--- config.mk ---
export PLATFORM = sky130hd
export DESIGN_NAME = fetch_unit
export DESIGN_NICKNAME = d
export VERILOG_FILES = /design/src/rtl/pipeline_pkg.sv /design/src/rtl/if_id_reg.sv /design/src/rtl/fetch_unit.sv
export SDC_FILE = /design/constraint.sdc
export NUM_CORES = 1
export LEC_CHECK = 0
export CORE_MARGIN = 2
export CORE_UTILIZATION = 55
export CTS_CLUSTER_DIAMETER = 120
export DETAILED_ROUTE_END_ITERATION = 8
export GPL_TIMING_DRIVEN = 1
export PLACE_DENSITY = 0.82
export SYNTH_ARGS = -nofsm -noshare
export SYNTH_HDL_FRONTEND = slang
export SYNTH_SLANG_ARGS = --single-unit
--- constraint.sdc ---
create_clock -name clk -period 8.4 [get_ports clk]
set_clock_uncertainty 0.15 [all_clocks]
set_input_delay 1.68 -clock clk [delete_from_list [all_inputs] [get_ports clk]]
set_output_delay 1.68 -clock clk [all_outputs]
set_load 0.03 [all_outputs]
--- src/rtl/pipeline_pkg.sv ---
// Shared types and constants for the RV32I pipeline stages.
// The IF/ID payload is a packed struct so stage registers stay generic.
package pipeline_pkg;

    localparam int          XLEN      = 32;
    localparam logic [31:0] RESET_PC  = 32'h0000_0000;
    localparam logic [31:0] NOP_INSTR = 32'h0000_0013;

    typedef enum logic [1:0] {
        FETCH,
        WAIT,
        HOLD
    } fetch_state_t;

    typedef struct packed {
        logic            valid;
        logic [XLEN-1:0] pc;
        logic [31:0]     instr;
    } if_id_t;

    localparam if_id_t IF_ID_BUBBLE = '{valid: 1'b0, pc: '0, instr: NOP_INSTR};

endpackage

--- src/rtl/if_id_reg.sv ---
// Generic stage register: flush beats stall, stall holds, otherwise
// load the offered word or fall back to a bubble.
module if_id_reg
    import pipeline_pkg::*;
(
    input  logic   clk,
    input  logic   rst_n,
    input  logic   stall,
    input  logic   flush,
    input  logic   load,
    input  if_id_t d,
    output if_id_t q
);

    always_ff @(posedge clk or negedge rst_n) begin
        if (!rst_n)
            q <= IF_ID_BUBBLE;
        else if (flush)
            q <= IF_ID_BUBBLE;
        else if (!stall)
            q <= load ? d : IF_ID_BUBBLE;
    end

endmodule

--- src/rtl/fetch_unit.sv ---
// IF stage: owns the PC, issues one imem request at a time over valid/ready,
// absorbs variable-latency responses and feeds the IF/ID register.
module fetch_unit
    import pipeline_pkg::*;
(
    input  logic            clk,
    input  logic            rst_n,
    input  logic            stall_PC,
    input  logic            stall_ID,
    input  logic            flush_IF_ID,
    input  logic            PCSel_EX,
    input  logic [XLEN-1:0] alu_target,
    output logic            imem_req_valid,
    output logic [XLEN-1:0] imem_req_addr,
    input  logic            imem_req_ready,
    input  logic            imem_rsp_valid,
    input  logic [31:0]     imem_rsp_data,
    output logic            if_id_valid,
    output logic [XLEN-1:0] if_id_pc,
    output logic [31:0]     if_id_instr
);

    fetch_state_t    state, state_n;
    logic [XLEN-1:0] pc, pc_n, req_addr_q, rsp_pc;
    logic            req_hold, discard, discard_n;
    if_id_t          buf_q, rsp_word, stage_d, stage_q;
    logic            kill, rsp_take, rsp_keep, to_buf, slot_free, start, accept;

    always_comb begin
        kill      = flush_IF_ID | PCSel_EX;
        rsp_take  = (state == WAIT) && imem_rsp_valid;
        rsp_keep  = rsp_take && !discard && !kill;
        to_buf    = rsp_keep && stall_ID;
        // A response leaving this cycle (not into the buffer) frees the slot,
        // which is what sustains one instruction per cycle on 1-cycle memory.
        slot_free = (state == FETCH) || (rsp_take && !to_buf);
        start     = rst_n && !req_hold && !stall_PC && !PCSel_EX && !discard && slot_free;

        imem_req_valid = req_hold || start;
        imem_req_addr  = req_hold ? req_addr_q : pc;
        accept         = imem_req_valid && imem_req_ready;

        state_n = state;
        case (state)
            FETCH:   if (accept) state_n = WAIT;
            WAIT:    if (rsp_take) state_n = to_buf ? HOLD : (accept ? WAIT : FETCH);
            HOLD:    if (PCSel_EX || (!stall_ID && !flush_IF_ID)) state_n = FETCH;
            default: state_n = FETCH;
        endcase

        // Only the request already in flight can be stale; a response landing
        // in the redirect cycle is dropped directly and needs no marker.
        discard_n = discard;
        if (PCSel_EX)
            discard_n = req_hold || ((state == WAIT) && !imem_rsp_valid);
        else if (rsp_take)
            discard_n = 1'b0;

        pc_n = pc;
        if (PCSel_EX)
            pc_n = alu_target & ~XLEN'(3);
        else if (accept && !discard)
            pc_n = pc + XLEN'(4);

        rsp_word = '{valid: 1'b1, pc: rsp_pc, instr: imem_rsp_data};
        stage_d  = (state == HOLD) ? buf_q : rsp_word;
    end

    always_ff @(posedge clk or negedge rst_n) begin
        if (!rst_n) begin
            state      <= FETCH;
            pc         <= RESET_PC;
            req_addr_q <= RESET_PC;
            rsp_pc     <= '0;
            req_hold   <= 1'b0;
            discard    <= 1'b0;
            buf_q      <= IF_ID_BUBBLE;
        end else begin
            state    <= state_n;
            pc       <= pc_n;
            discard  <= discard_n;
            req_hold <= imem_req_valid && !imem_req_ready;
            if (start)  req_addr_q <= pc;
            if (accept) rsp_pc     <= imem_req_addr;
            if (to_buf) buf_q      <= rsp_word;
        end
    end

    if_id_reg u_if_id (
        .clk   (clk),
        .rst_n (rst_n),
        .stall (stall_ID),
        .flush (kill),
        .load  ((state == HOLD) || rsp_keep),
        .d     (stage_d),
        .q     (stage_q)
    );

    assign if_id_valid = stage_q.valid;
    assign if_id_pc    = stage_q.pc;
    assign if_id_instr = stage_q.instr;

endmodule
==> results.py, run 1 <==
metrics = {
    "timing": {
        "setup_violations": 0,
        "finalCritPeriodShare": 0.726,
        "finalHoldViolCount": 0,
        "drv_slew": 0,
        "rsz0062_at_grt": "false",
        "worst_pin_slew_ps": 1180,
        "setup-tns-final_ps": 0,
        "fmax_mhz": 164,
        "fin_crit_ps": 6100,
        "slew-limit-headroom": 0.212,
        "layout_setup_ws_ps": 2300,
    },
    "die": {
        "ioPinCount": 170,
        "dieArea_sq_um": 19100,
        "die_w_um": 138,
        "start_util": 0.557,
        "die_h_um": 138,
        "core-area_sq_um": 17800,
        "rows": 49,
    },
    "route": {
        "routedWlPerCell_um": 17.4,
        "wirelength_um": 22000,
        "route.detailed.drc": 0,
        "vias_per_cell": 5.62,
        "vias": 7126,
        "drt_iter0_drc": 420,
        "ant_nets": 0,
        "firstDrtPassIters": 4,
    },
    "cts": {
        "clockRootBuffer": "clkbuf_16",
        "htreeDepth": 1,
        "cts_made_buffers": 23,
        "clkTransAtPathRegs_ps": 60,
        "cts_num_sinks": 221,
        "cts_buffer_depth": 3,
        "postCtsResizedCells": 0,
        "cts_setup_buffers": 0,
        "hold_buffers": 0,
        "clk_latency_ps": 510,
        "cts_tree": "done",
    },
    "finish": {
        "final_area_sq_um": 12500,
        "area_growth_syn_to_layout_pct": 25.8,
        "fill_cells": 1336,
        "fin_nets": 1096,
        "diodes": 0,
        "final-instance-count-excl-fill": 1269,
        "drive_above_1_share": 0.189,
    },
    "status": {
        "run_status": "finished, final reports clean",
    },
    "power_and_ir_drop": {
        "peakVddDrop_uv": 138,
        "power.density_nw_per_um2": 229,
        "power_frac_seq": 0.489,
        "clkPwrFrac": 0.340,
        "p_sw_uw": 768,
        "p_int_mw": 2.08,
        "leakage_nw": 5.32,
        "p_sw_frac": 0.269,
        "combPwrFrac": 0.171,
    },
    "critical_path": {
        "crit_path_max_fanout": 26,
        "endpoint_kind": "output pin",
        "crit_path_start_kind": "primary input",
        "crit_type": "primary input to output pin",
        "critPathRequiredTime_ps": 6570,
        "critical_path_arrival_ps": 4270,
    },
    "hold_path": {
        "hold_class": "flop to flop",
    },
    "grt": {
        "groute.usage.overall": 0.230,
        "grt_max_degree": 89,
        "globalRoute.totalOverflow": 0,
        "antenna_found_initial": 0,
        "grt_pass1_wl_um": 36500,
        "grt_pass1_vias": 6957,
    },
    "logic_synthesis": {
        "synth_edf_count": 0,
        "ys_seq_area_frac": 0.560,
        "ys_types": 51,
        "synth-seq-cells": 221,
        "syn_area_per_cell_sq_um": 11.3,
        "syn_inst": 878,
        "async_reset_ff_frac": 1.00,
        "syn_area_sq_um": 9900,
        "synth_flop_cell": "dfrtp_1",
        "ys_warn_count": 0,
    },
    "placed_design": {
        "place_inst": 1227,
        "io_buffers": 165,
        "gp_congestion": 0.801,
        "dpl-instance-area_sq_um": 11700,
        "dp_hpwl_um": 13900,
        "dpl_worst_slack_ps": 2320,
    },
    "job": {
        "maxCapViolations": 0,
    },
}
layout make-up:
type / count / area (sq um) / share of cell area
well taps: 229 / 287 / 0.0230
clock buffers: 37 / 698 / 0.0561
multi-input cells: 593 / 4130 / 0.332
flip-flops and latches: 221 / 5540 / 0.445
inverters: 8 / 30.0 / 0.00241
repair buffers: 176 / 1740 / 0.140
clock inverters: 5 / 28.8 / 0.00231
per-stage QoR:
stage / total power [mW] / utilization / hold slack (ps)
2_1_floorplan: 1.70 / - / 285
3_3_place_gp: 1.87 / 0.659 / 301
3_5_place_dp: 1.90 / 0.659 / 320
4_1_cts: 2.88 / 0.700 / 332
5_1_grt: 2.99 / 0.700 / 351
6_report: 2.85 / 0.700 / 325
cells in the final DEF (no fill, tap or decap), types with 3 or more instances in the layout:
| master | count |
|---|---|
| a31oi_1 | 18 |
| buf_4 | 11 |
| clkbuf_1 | 7 |
| clkbuf_16 | 23 |
| clkbuf_8 | 7 |
| clkdlybuf4s50_1 | 164 |
| clkinv_2 | 4 |
| dfrtp_1 | 215 |
| dfstp_2 | 6 |
| inv_1 | 7 |
| mux2_2 | 122 |
| mux2i_1 | 59 |
| nand2_1 | 169 |
| nand2b_1 | 7 |
| nand3_1 | 7 |
| nand3b_1 | 3 |
| nand4_1 | 4 |
| nor2_1 | 31 |
| nor3_1 | 4 |
| nor4_1 | 7 |
| o21ai_0 | 75 |
| o22a_1 | 3 |
| o31ai_1 | 10 |
| o41ai_1 | 5 |
| or2_2 | 4 |
| or3_1 | 5 |
| or3b_2 | 3 |
| or4_1 | 13 |
| or4b_2 | 4 |
| xnor2_1 | 4 |
| xor2_1 | 6 |
flip-flops by register name, summed over array words and instances, names as in the netlist:
| register | cells |
|---|---|
| req_hold | 1 |
| rsp_pc | 30 |
| discard | 1 |
| pc | 30 |
| state | 2 |
| buf_q | 63 |
| req_addr_q | 30 |
| u_if_id.q | 64 |
critical path, cell delays in order:
cell and delay [ps]:
clkdlybuf4s50_1 390, buf_4 220, or3b_2 560, or2_2 350, a41oi_2 130, buf_4 270, inv_1 70, clkdlybuf4s50_1 590
cell usage after synthesis, drive strengths merged, types with 4 or more instances:
cell type	n	area, sq um
o41ai	6	52.6
a31oi	18	113
xor2	6	52.6
dfstp	6	158
mux2i	59	591
clkbuf	45	169
o21ai	75	375
dfrtp	215	5380
xnor2	4	35.0
nand2b	7	43.8
mux2	122	1370
or3	5	31.3
buf	12	58.8
inv	8	30.0
nand2	169	634
or4b	4	40.0
nor2	33	124
or4	15	120
nor3	4	20.0
nor4	7	43.8
nand3	7	35.0
or2	4	25.0
o31ai	10	75.1
nand4	5	37.5
power by group through the flow:
| stage | Sequential (mW) | Combinational [mW] | Clock (mW) |
|---|---|---|---|
| after global placement | 1.39 | 0.472 | 0 |
| final | 1.39 | 0.488 | 0.970 |
| after floorplan | 1.37 | 0.331 | 0 |
| after CTS | 1.39 | 0.494 | 0.990 |
| after detailed placement | 1.41 | 0.487 | 0 |
| after global routing | 1.42 | 0.538 | 1.04 |
kinds of logic after synthesis:
family | synth area share
other | 0.000379
flip-flops | 0.560
buffers and inverters | 0.0260
XOR/XNOR | 0.00885
AND/OR/NAND/NOR | 0.133
multiplexers | 0.198
AO/OA/AOI/OAI | 0.0727
adder cells (fa/ha/maj) | 0.00126
path summary, 6_finish.rpt:
kind / startpoint / endpoint / slack [ps] / cells after the start
min in group asynchronous: rst_n / pc[24] / 1030 / 1
hold / removal: u_if_id.q[10] / u_if_id.q[10] / 330 / 2
setup / recovery: PCSel_EX / imem_req_valid / 2300 / 8
setup reg to reg: discard / req_addr_q[2] / 4730 / 6
max in group asynchronous: rst_n / req_addr_q[22] / 5700 / 2
hold reg to reg: u_if_id.q[10] / u_if_id.q[10] / 330 / 2
metal layers:
metal,vias to the layer above,wire length (um),track usage
li1,3379,-,-
met1,3513,10000,0.333
met2,202,10400,0.368
met3,32,1130,0.0346
met4,0,431,0.0596
met5,-,0,0
(Power assumes the default switching activity.)
==> run 2: changes to the inputs <==
--- a/config.mk
+++ b/config.mk
@@ -6,11 +6,11 @@
 export NUM_CORES = 1
 export LEC_CHECK = 0
 export CORE_MARGIN = 2
-export CORE_UTILIZATION = 55
+export CORE_UTILIZATION = 48
 export CTS_CLUSTER_DIAMETER = 120
 export DETAILED_ROUTE_END_ITERATION = 8
 export GPL_TIMING_DRIVEN = 1
-export PLACE_DENSITY = 0.82
+export PLACE_DENSITY = 0.76
 export SYNTH_ARGS = -nofsm -noshare
 export SYNTH_HDL_FRONTEND = slang
 export SYNTH_SLANG_ARGS = --single-unit
==> constraint.sdc (replaced) <==
create_clock -name clk -period 5.5 [get_ports clk]
set_clock_uncertainty 0.15 [all_clocks]
set_input_delay 1.1 -clock clk [delete_from_list [all_inputs] [get_ports clk]]
set_output_delay 1.1 -clock clk [all_outputs]
set_load 0.03 [all_outputs]
==> run 2 against run 1 <==
Net effect: register-to-register slack got worse by 2500 ps; largest power group unchanged; core utilization fell by 8.0 points; design area increased by 0.76%; worst setup slack worse by 1400 ps; combinational power is 51% higher.
==> results.py, run 2 (synthesized netlist as in run 1, its figures left out) <==
metrics = {
    "timing": {
        "fmax_mhz": 219,
        "rsz0062_at_grt": "false",
        "setup_violations": 0,
        "slew-limit-headroom": 0.209,
        "fin_crit_ps": 4570,
        "finalCritPeriodShare": 0.831,
        "finalHoldViolCount": 0,
        "drv_slew": 0,
        "worst_pin_slew_ps": 1180,
        "setup-tns-final_ps": 0,
    },
    "placed_design": {
        "dp_hpwl_um": 14400,
        "io_buffers": 165,
        "place_inst": 1267,
        "gp_congestion": 0.834,
    },
    "cts": {
        "cts_tree": "done",
        "hold_buffers": 0,
        "clockRootBuffer": "clkbuf_16",
        "cts_setup_buffers": 0,
        "clk_latency_ps": 510,
        "cts_made_buffers": 24,
        "htreeDepth": 1,
        "clkTransAtPathRegs_ps": 60,
        "cts_buffer_depth": 3,
        "cts_num_sinks": 221,
        "postCtsResizedCells": 0,
    },
    "power_and_ir_drop": {
        "combPwrFrac": 0.167,
        "clkPwrFrac": 0.351,
        "p_sw_mw": 1.18,
        "peakVddDrop_uv": 211,
        "power_mw": 4.42,
        "power_frac_seq": 0.482,
        "power.density_nw_per_um2": 352,
        "p_int_mw": 3.23,
        "p_sw_frac": 0.268,
        "leakage_nw": 5.34,
    },
    "finish": {
        "drive_above_1_share": 0.188,
        "diodes": 0,
        "largest_reg_flops": 64,
        "largest-register": "u_if_id.q",
        "fin_nets": 1096,
        "multiInputGateArea_sq_um": 4130,
        "final_common_cell": "dfrtp_1",
        "biggestRegsByFlops": "u_if_id.q: 64 flops, buf_q: 63 flops",
        "area_growth_syn_to_layout_pct": 26.8,
        "final_cell_mix": "215 x dfrtp_1, 169 x nand2_1, 164 x clkdlybuf4s50_1",
        "fill_cells": 1651,
        "final-instance-count-excl-fill": 1310,
        "ff_latch_area_sq_um": 5540,
    },
    "critical_path": {
        "crit_path_max_fanout": 4,
        "crit_type": "primary input to output pin",
        "cpPeakStageDelay_ps": 590,
        "endpoint_kind": "output pin",
        "crit_path_start_kind": "primary input",
        "cp_cell_sequence": "clkdlybuf4s50_1 -> or3b_2 -> or2_4 -> a41oi_2 -> inv_1 -> clkdlybuf4s50_1",
        "critPathRequiredTime_ps": 4250,
        "critPathSlowestCell": "clkdlybuf4s50_1",
        "r2r_cells": 7,
        "worst_path_most_repeated_cell": "clkdlybuf4s50_1",
        "critical_path_arrival_ps": 3320,
    },
    "die": {
        "die_w_um": 148,
        "dieArea_sq_um": 21800,
        "start_util": 0.489,
        "rows": 52,
        "die_h_um": 148,
        "core-area_sq_um": 20200,
        "ioPinCount": 170,
    },
    "route": {
        "routedWlPerCell_um": 17.0,
        "route.detailed.drc": 0,
        "vias_per_cell": 5.38,
        "wirelength_um": 22200,
        "firstDrtPassIters": 5,
        "ant_nets": 0,
        "vias": 7044,
        "drt_iter0_drc": 340,
    },
    "grt": {
        "grt_pass1_vias": 6969,
        "grt_pass1_wl_um": 36400,
        "globalRoute.totalOverflow": 0,
        "groute.usage.overall": 0.207,
        "antenna_found_initial": 0,
        "grt_max_degree": 155,
    },
    "hold_path": {
        "whs_path_depth": 1,
        "hold_class": "flop to flop",
    },
    "status": {
        "run_status": "finished, final reports clean",
    },
    "job": {
        "maxCapViolations": 0,
    },
}
[run 2: cell type report]
type	instances	area share
clock buffer	36	0.0555
clock inverter	7	0.00529
inverter	8	0.00239
multi-input combinational	593	0.329
sequential	221	0.441
tap	270	0.0269
timing repair buffer	175	0.139
[run 2: final timing paths]
kind,startpoint,end,slack [ps]
max,stall_ID,imem_req_valid,930
min,buf_q[64],buf_q[64],320
min reg2reg,buf_q[64],buf_q[64],320
min in group asynchronous,rst_n,pc[24],370
max in group asynchronous,rst_n,u_if_id.q[28],3650
max reg2reg,req_hold,pc[15],2200
[run 2: layer usage]
layer	vias up	GRT usage	share of wire
met4	0	0.0476	0.016
met3	27	0.0272	0.046
met5	-	0	0
li1	3376	-	-
met1	3448	0.301	0.48
met2	193	0.333	0.46
[run 2: stage by stage]
| stage | cell area (sq um) | hold slack [ps] | util | setup slack (ps) |
|---|---|---|---|---|
| finish | 12500 | 320 | 0.620 | 927 |
| floorplan | 9900 | 285 | - | 1480 |
| detailed placement | 11800 | 307 | 0.582 | 923 |
| CTS | 12500 | 321 | 0.620 | 914 |
| global route | 12500 | 331 | 0.620 | 824 |
| global placement | 11800 | 303 | 0.582 | 928 |
[run 2: power by group through the flow]
stage / Combinational (mW) / Sequential [mW] / Clock (mW)
after floorplan: 0.505 / 2.10 / 0
after global placement: 0.721 / 2.14 / 0
after detailed placement: 0.743 / 2.16 / 0
after CTS: 0.751 / 2.13 / 1.59
after global routing: 0.819 / 2.17 / 1.66
final: 0.739 / 2.13 / 1.55
[run 2: critical path: cells and delay by family]
| kind | cells | cell delay, ps |
|---|---|---|
| buf+inv | 3 | 1180 |
| simple gates | 2 | 870 |
| compound gates | 1 | 180 |
==> run 3: changes to the inputs <==
==> constraint.sdc (replaced) <==
create_clock -name clk -period 4 [get_ports clk]
set_clock_uncertainty 0.15 [all_clocks]
set_input_delay 0.8 -clock clk [delete_from_list [all_inputs] [get_ports clk]]
set_output_delay 0.8 -clock clk [all_outputs]
set_load 0.03 [all_outputs]
==> run 3 against run 2 <==
Net effect: worst hold slack worse by 19 ps; power is 37% higher; register-to-register slack got worse by 1300 ps; design area up 0.56%; cell count up 0.31%; wire length down 0.91%; first-iteration DRC count fell by 10%; non-clock buffer count grew 5; die area stayed put; critical path depth unchanged; count of clock-buffer cells in the layout fell by 3; worst setup slack worse by 740 ps; critical path type unchanged.
==> results.py, run 3 (synthesized netlist as in run 1, its figures left out) <==
metrics = {
    "status": {
        "run_status": "finished, final reports clean",
    },
    "cts": {
        "postCtsResizedCells": 0,
        "cts_made_buffers": 24,
        "cts_buffer_depth": 3,
        "hold_buffers": 0,
        "clk_latency_ps": 510,
        "cts_num_sinks": 221,
        "clockRootBuffer": "clkbuf_16",
        "htreeDepth": 1,
        "cts_setup_buffers": 0,
        "clkTransAtPathRegs_ps": 60,
        "cts_tree": "done",
    },
    "timing": {
        "hold-worst-slack_ps": 301,
        "drv_slew": 0,
        "worst_pin_slew_ps": 1190,
        "fmax_mhz": 263,
        "fin_crit_ps": 3810,
        "rsz0062_at_grt": "false",
        "setup_violations": 0,
        "finalCritPeriodShare": 0.952,
        "setup-tns-final_ps": 0,
        "layout_setup_ws_ps": 191,
        "slew-limit-headroom": 0.206,
        "finalHoldViolCount": 0,
    },
    "grt": {
        "grt_busiest_layer": "met2",
        "grt_pass1_vias": 7148,
        "grt_util_met2": 0.331,
        "globalRoute.totalOverflow": 0,
        "grt_max_degree": 163,
        "groute.usage.overall": 0.205,
        "use_met3": 0.0259,
        "grt_pass1_wl_um": 36700,
        "antenna_found_initial": 0,
        "grtUsageMet1": 0.303,
    },
    "placed_design": {
        "gp_congestion": 0.848,
        "io_buffers": 165,
        "dp_hpwl_um": 14200,
        "dpl_worst_slack_ps": 182,
        "dpl-instance-area_sq_um": 11900,
        "place_inst": 1272,
    },
    "finish": {
        "final_cell_mix": "215 x dfrtp_1, 169 x nand2_1, 164 x clkdlybuf4s50_1",
        "final-instance-count-excl-fill": 1314,
        "largest-register": "u_if_id.q",
        "final_area_sq_um": 12600,
        "fin_nets": 1101,
        "drive_above_1_share": 0.194,
        "area_growth_syn_to_layout_pct": 27.5,
        "final_common_cell": "dfrtp_1",
        "biggestRegsByFlops": "u_if_id.q: 64 flops, buf_q: 63 flops",
        "fin_util": 0.624,
        "largest_reg_flops": 64,
        "diodes": 0,
    },
    "job": {
        "maxCapViolations": 0,
    },
    "critical_path": {
        "r2r_cells": 6,
        "critPathRequiredTime_ps": 3050,
        "crit_path_max_fanout": 5,
        "crit_type": "primary input to output pin",
        "endpoint_kind": "output pin",
        "critical_path_arrival_ps": 2860,
        "crit_path_start_kind": "primary input",
    },
    "die": {
        "rows": 52,
        "die_h_um": 148,
        "start_util": 0.489,
        "ioPinCount": 170,
        "die_w_um": 148,
        "core-area_sq_um": 20200,
        "dieArea_sq_um": 21800,
    },
    "route": {
        "routedWlPerCell_um": 16.7,
        "vias": 7012,
        "wirelength_um": 22000,
        "vias_per_cell": 5.34,
        "route.detailed.drc": 0,
        "ant_nets": 0,
        "drt_iter0_drc": 306,
        "firstDrtPassIters": 4,
    },
    "power_and_ir_drop": {
        "power_mw": 6.06,
        "power.density_nw_per_um2": 481,
        "leakage_nw": 5.37,
        "peakVddDrop_uv": 326,
    },
    "hold_path": {
        "hold_class": "primary input to async pin",
    },
}
run 3: final cells by class:
class                      count  area, sq um
fill                        1631         7620
sequential                   221         5540
multi-input combinational    593         4130
timing repair buffer         180         1820
clock buffer                  33          686
tap                          270          338
clock inverter                 9         72.6
inverter                       8         30.0
run 3: final timing paths:
kind	startpoint	end	slack, ps
worst min register to register	buf_q[64]	buf_q[64]	320
worst min-delay path	rst_n	pc[26]	300
max in group asynchronous	rst_n	pc[11]	2010
worst max-delay path	flush_IF_ID	imem_req_valid	190
worst max register to register	discard	req_addr_q[7]	880
min in group clk	buf_q[64]	buf_q[64]	320
run 3: critical path: stages:
cell and delay [ps]:
clkdlybuf4s50_1 460, or3b_2 490, or2_4 270, a41oi_2 170, inv_1 60, clkdlybuf4s50_1 600
run 3: metal layers:
metal | share of wire | vias to the layer above
met5 | 0 | -
met4 | 0.011 | 0
met3 | 0.053 | 17
met2 | 0.46 | 194
met1 | 0.47 | 3423
li1 | - | 3378
run 3: report_power, final:
group	internal (mW)	switching [mW]
Combinational	0.532	0.489
Clock	1.26	0.857
Sequential	2.66	0.273
